<file path="src/rtl/mem_access_unit.sv">
// Memory-stage load/store unit: issues dbus requests, tracks up to DEPTH outstanding
// transactions and returns in-order responses with lane extraction and address errors.
module mem_access_unit #(
    parameter int ADDR_W = 32,
    parameter int TAG_W  = 4,
    parameter int DEPTH  = 4
) (
    input  logic                    clk,
    input  logic                    reset,
    input  logic                    req_valid,
    output logic                    req_ready,
    input  logic                    req_write,
    input  logic [1:0]              req_size,
    input  logic                    req_signed,
    input  logic [ADDR_W-1:0]       req_addr,
    input  logic [31:0]             req_wdata,
    input  logic [TAG_W-1:0]        req_tag,
    input  logic                    flush,
    output logic                    resp_valid,
    output logic [TAG_W-1:0]        resp_tag,
    output logic [31:0]             resp_rdata,
    output logic                    resp_exc,
    output logic                    resp_exc_store,
    output logic [ADDR_W-1:0]       resp_badvaddr,
    output logic                    dreq_valid,
    output logic [ADDR_W-1:0]       dreq_addr,
    output logic [1:0]              dreq_size,
    output logic [3:0]              dreq_strobe,
    output logic [31:0]             dreq_data,
    input  logic                    dresp_addr_ok,
    input  logic                    dresp_data_ok,
    input  logic [31:0]             dresp_data,
    output logic [$clog2(DEPTH):0]  outstanding
);

    localparam int PTR_W = $clog2(DEPTH);
    localparam int CNT_W = PTR_W + 1;

    typedef struct packed {
        logic [TAG_W-1:0] tag;
        logic [1:0]       size;
        logic             sgn;
        logic [1:0]       off;
        logic             write;
        logic             killed;
    } entry_t;

    entry_t           trk [DEPTH];
    logic [PTR_W-1:0] head_ptr;
    logic [PTR_W-1:0] tail_ptr;
    logic [CNT_W-1:0] count;
    logic             issue_valid;
    logic             exc_pending;

    logic             misaligned;
    logic             base_ready;
    logic             accept;
    logic             accept_ok;
    logic             accept_exc;
    logic             pop;
    logic [3:0]       strobe_next;
    logic [31:0]      data_next;
    entry_t           head;
    logic [31:0]      shifted;
    logic [31:0]      load_data;

    // Size 3 behaves as a word, so only bit 1 of the size matters for word alignment.
    assign misaligned = ((req_size == 2'd1) && req_addr[0]) ||
                        (req_size[1] && (req_addr[1:0] != 2'b00));
    assign base_ready = !reset && !flush && !issue_valid && !exc_pending &&
                        (count < CNT_W'(DEPTH));
    assign req_ready  = base_ready && (!misaligned || (count == '0));
    assign accept     = req_valid && req_ready;
    assign accept_ok  = accept && !misaligned;
    assign accept_exc = accept && misaligned;
    assign pop        = dresp_data_ok && (count != '0);
    assign outstanding = count;
    assign dreq_valid  = issue_valid;
    assign head        = trk[head_ptr];

    always_comb begin
        strobe_next = 4'b1111;
        data_next   = req_wdata;
        case (req_size)
            2'd0: begin
                strobe_next = 4'b0001 << req_addr[1:0];
                data_next   = {4{req_wdata[7:0]}};
            end
            2'd1: begin
                strobe_next = 4'b0011 << {req_addr[1], 1'b0};
                data_next   = {2{req_wdata[15:0]}};
            end
            default: ;
        endcase
        if (!req_write) begin
            strobe_next = 4'b0000;
        end
    end

    always_comb begin
        shifted   = dresp_data >> {head.off, 3'b000};
        load_data = shifted;
        case (head.size)
            2'd0: load_data = {{24{head.sgn & shifted[7]}}, shifted[7:0]};
            2'd1: load_data = {{16{head.sgn & shifted[15]}}, shifted[15:0]};
            default: ;
        endcase
        if (head.write) begin
            load_data = 32'd0;
        end
    end

    // The issue register holds the dbus request steady until the bus takes the address.
    always_ff @(posedge clk or posedge reset) begin
        if (reset) begin
            issue_valid <= 1'b0;
            dreq_addr   <= '0;
            dreq_size   <= 2'd0;
            dreq_strobe <= 4'd0;
            dreq_data   <= 32'd0;
        end else if (accept_ok) begin
            issue_valid <= 1'b1;
            dreq_addr   <= req_addr;
            dreq_size   <= req_size;
            dreq_strobe <= strobe_next;
            dreq_data   <= data_next;
        end else if (issue_valid && dresp_addr_ok) begin
            issue_valid <= 1'b0;
            dreq_addr   <= '0;
            dreq_size   <= 2'd0;
            dreq_strobe <= 4'd0;
            dreq_data   <= 32'd0;
        end
    end

    // Killed entries keep their slot so data_ok pops stay aligned with the bus.
    always_ff @(posedge clk or posedge reset) begin
        if (reset) begin
            head_ptr <= '0;
            tail_ptr <= '0;
            count    <= '0;
            for (int i = 0; i < DEPTH; i++) begin
                trk[i] <= '0;
            end
        end else begin
            if (flush) begin
                for (int i = 0; i < DEPTH; i++) begin
                    trk[i].killed <= 1'b1;
                end
            end
            if (accept_ok) begin
                trk[tail_ptr] <= '{tag: req_tag, size: req_size, sgn: req_signed,
                                   off: req_addr[1:0], write: req_write, killed: 1'b0};
                tail_ptr <= tail_ptr + PTR_W'(1);
            end
            if (pop) begin
                head_ptr <= head_ptr + PTR_W'(1);
            end
            if (accept_ok && !pop) begin
                count <= count + CNT_W'(1);
            end else if (!accept_ok && pop) begin
                count <= count - CNT_W'(1);
            end
        end
    end

    // Exceptions only issue with an empty tracker, so they never collide with a pop.
    always_ff @(posedge clk or posedge reset) begin
        if (reset) begin
            exc_pending    <= 1'b0;
            resp_valid     <= 1'b0;
            resp_tag       <= '0;
            resp_rdata     <= 32'd0;
            resp_exc       <= 1'b0;
            resp_exc_store <= 1'b0;
            resp_badvaddr  <= '0;
        end else begin
            exc_pending    <= accept_exc;
            resp_valid     <= 1'b0;
            resp_tag       <= '0;
            resp_rdata     <= 32'd0;
            resp_exc       <= 1'b0;
            resp_exc_store <= 1'b0;
            resp_badvaddr  <= '0;
            if (accept_exc) begin
                resp_valid     <= 1'b1;
                resp_tag       <= req_tag;
                resp_exc       <= 1'b1;
                resp_exc_store <= req_write;
                resp_badvaddr  <= req_addr;
            end else if (pop && !head.killed && !flush) begin
                resp_valid <= 1'b1;
                resp_tag   <= head.tag;
                resp_rdata <= load_data;
            end
        end
    end

    a_no_empty_pop: assert property (@(posedge clk) disable iff (reset)
        !(dresp_data_ok && (count == '0)));

endmodule

</file>
<file path="config.mk">
export PLATFORM = sky130hd
export DESIGN_NAME = mem_access_unit
export DESIGN_NICKNAME = d
export VERILOG_FILES = /design/src/rtl/mem_access_unit.sv
export SDC_FILE = /design/constraint.sdc
export NUM_CORES = 1
export LEC_CHECK = 0
export ABC_AREA = 1
export BUFFER_PORTS_ARGS = -buffer_cell sky130_fd_sc_hd__clkbuf_2
export CORE_MARGIN = 1
export CORE_UTILIZATION = 50
export CTS_CLUSTER_DIAMETER = 200
export DETAILED_ROUTE_END_ITERATION = 6
export GPL_TIMING_DRIVEN = 0
export PLACE_DENSITY = 0.77
export SYNTH_ARGS = -nofsm -noshare
export SYNTH_HDL_FRONTEND = slang
export SYNTH_SLANG_ARGS = --single-unit
</file>
<file path="constraint.sdc">
create_clock -name clk -period 17.9 [get_ports clk]
set_clock_uncertainty 0.15 [all_clocks]
set_input_delay 0.895 -clock clk [delete_from_list [all_inputs] [get_ports clk]]
set_output_delay 0.895 -clock clk [all_outputs]
set_load 0.005 [all_outputs]
</file>
==> flow_summary.yaml <==
timing:
  setup-violations-final: 0
  hold_viol_final: 0
  timing.slew.headroom_pct: 56.2
  post-route-period-util_pct: 21.7
  setup-tns-final_ps: 0
  rsz0062_at_grt: "no"
  post-route-worst-setup-slack_ps: 14020
  tightest_pin_transition_ps: 658
  final_max_slew_viol_count: 0
  final_critical_delay_including_setup_and_external_delays_ps: 3880
  fmax_mhz: 258
cells_and_area:
  finalInstanceArea_um2: 10800
  drive_above_1_share_pct: 31.1
  fin_cells: 1459
  n_antenna_cell: 0
  finalNetCount: 1342
  final_common_cell: "clkbuf_2"
  layout.cells.most_common_list: "clkbuf_2 (254), dfrtp_1 (193), nand2_1 (171), nand3_1 (137), o21ai_0 (89)"
  synthToLayoutAreaGrowth_pct: 25.1
route:
  drtAntennaViolNets: 0
  drt-vias-per-instance: 5.31
  drt_wl_total_mm: 23.4
  route.detailed.wl_per_inst_um: 16.1
  drt-initial-drc-count: 614
  drt_drc_violations_left: 0
  route.vias.total: 7747
  first_pass_iters: 6
setup_path:
  worst_ep_arrival_time_ps: 4040
  timing.critical_path.from_type: "input port"
  ff2ff_path_depth: 13
  setup.reg_to_reg.worst_slack_ps: 15140
  timing.critical_path.fanout_max: 129
  worst_r2r_startpoint: "dreq_valid"
  worst_r2r_endpoint: "outstanding[2]"
  crit_type: "input port to flop"
  worstPathRequired_ps: 18060
  setup.worst_path.end_class: "flop"
placed_design:
  rd_place_congestion: 0.887
  hpwl_mm: 17.1
  numPortBuffers: 254
  place.detailed.instances: 1427
  detailedPlace.worstSlack_ps: 13520
  dpl_cell_area_um2: 10200
pwr:
  total_switching_power_mw: 0.585
  intPower_mw: 0.961
  ir_worst_vdd_mv: 0.0867
  power.share.switching_pct: 37.8
  pwr-share-seq_pct: 40.1
  cellPowerDensity_nw_per_um2: 144
  power.combinational.fraction_pct: 35.9
  power_leakage_nw: 5.97
  portion_of_total_power_attributed_to_the_clock_network_pct: 23.9
clock_network:
  cts-resized-gates: 0
  cts_post_setup_buffers_inserted: 0
  clkSlewWorstSetupHoldPaths_ps: 80
  clkLatencyLatePin_ps: 430
  cts_tree: "done"
  root_buffer: "clkbuf_16"
  clock_sinks: 193
  clk_path_buf_depth: 2
  cts.htree.levels: 4
  cts-hold-fix-buffers: 0
  cts_buffers: 17
logic_synthesis:
  synthesized_flop_and_latch_total: 193
  synth.lib_cells_used.distinct: 32
  synth_top_flop_cell: "dfrtp_1"
  synth_warnings: 0
  yosys.area.top_type_share_pct: 56.2
  postSynthAreaPerCell_um2: 9.03
  synthCells: 952
  yosys.area.top_type: "dfrtp_1"
  yosys-top-cells-area: "dfrtp_1 (56%), nand3_1 (8.0%), nand2_1 (7.5%)"
  async_reset_ff_share_pct: 100
  ys_seq_area_share_pct: 56.2
  synth.cell_area_um2: 8600
  synth-edff-count: 0
  postSynthNetCount: 1068
worst_hold_path:
  holdCritPathClass: "input port to asynchronous set/reset pin"
grt:
  grt_start_max_net_pins: 130
  grt_antenna_before_repair: 0
  first_global_vias: 7282
  grt-ovfl-total: 0
  grt_first_pass_wirelength_mm: 37.6
  groute.usage.overall_pct: 27.3
floorplanning:
  die-area_um2: 17700
  row_count: 47
  pin_count: 256
  fp.coreArea_um2: 16700
  die_w_um: 133
  floorplan.die.height_um: 133
  start_util_pct: 51.5
job:
  max_capacitance_violation_count: 0
outcome:
  run_status: "complete, no violations"
## logic make-up (layout without fill, tap and decap cells)
| logic type | count (synthesis) | after routing | synth area share [%] |
|---|---|---|---|
| adders and majority gates | 6 | 6 | 0.960 |
| DFF | 193 | 193 | 56.2 |
| AOI/OAI and AO/OA | 193 | 193 | 11.9 |
| and+or+nand+nor | 406 | 406 | 21.8 |
| buffers and inverters | 149 | 436 | 8.61 |
| xor gates and xnor gates | 4 | 4 | 0.407 |
| muxes | 1 | 1 | 0.131 |
## per-layer routing
metal / wire length [um] / GRT usage [%]
met5: 0 / 0
met4: 480 / 9.60
met3: 1520 / 4.98
met1: 10100 / 36.4
met2: 11400 / 45.0
## cells in the mapped netlist (6+ instances only)
master / number
dfrtp_1: 193
nand2_1: 171
nand3_1: 137
o21ai_0: 89
inv_1: 71
nor2_1: 59
a21oi_1: 43
o21ai_1: 41
clkbuf_1: 18
nand2_2: 18
inv_2: 17
buf_2: 16
buf_6: 13
buf_4: 12
o211ai_1: 8
a211oi_1: 7
nand3_2: 6
## area by class of cell
class	instances	area [um2]
Clock inverter	15	149
Fill cell	1440	5950
Inverter	89	344
Tap cell	220	275
Multi-Input combinational cell	610	3030
Buffer	60	404
Clock buffer	17	425
Sequential cell	193	4830
Timing Repair Buffer	255	1300
## through the flow
| step | hold slack (ps) | total power [mW] | utilization, % |
|---|---|---|---|
| after floorplan | 294 | 0.968 | - |
| after global placement | 311 | 1.17 | 60.8 |
| after detailed placement | 313 | 1.18 | 61.0 |
| after CTS | 332 | 1.55 | 64.4 |
| after global routing | 348 | 1.65 | 64.4 |
| final | 333 | 1.55 | 64.4 |
## power by group through the flow
| stage | combinational (mW) | sequential, mW | clock, mW |
|---|---|---|---|
| 3_5_place_dp | 0.554 | 0.627 | 0 |
| 3_3_place_gp | 0.541 | 0.624 | 0 |
| 6_report | 0.556 | 0.620 | 0.370 |
| 5_1_grt | 0.621 | 0.633 | 0.395 |
| 4_1_cts | 0.557 | 0.619 | 0.377 |
| 2_1_floorplan | 0.343 | 0.625 | 0 |
## worst max-delay path: stages
cell,delay [ps]
clkbuf_2,120
inv_8,330
buf_16,500
nand3_1,170
nor3_2,200
nand3_2,170
nor2_4,160
buf_6,180
buf_4,190
ha_1,150
inv_1,60
fa_1,370
a21oi_1,140
o21ai_0,110
xor2_1,150
## flip-flops by register name, summed over array words and instances, names as in the netlist, 2 cells and up
name and cells:
dreq_addr 32, dreq_data 32, dreq_size 2, dreq_strobe 4
head_ptr 2, outstanding 3, resp_badvaddr 32, resp_rdata 32
resp_tag 4, tail_ptr 2, trk 44
## how the worst max path moves through the flow
stage	from	to	slack, ps	depth (start not counted)
after floorplan	reset	outstanding[2]	10560	13
after global placement	reset	outstanding[2]	8770	14
after detailed placement	reset	outstanding[2]	13520	15
after CTS	reset	outstanding[2]	13990	15
after global routing	reset	outstanding[2]	13700	15
final	reset	outstanding[2]	14020	15
No activity file was read; power rests on OpenSTA's default activity.
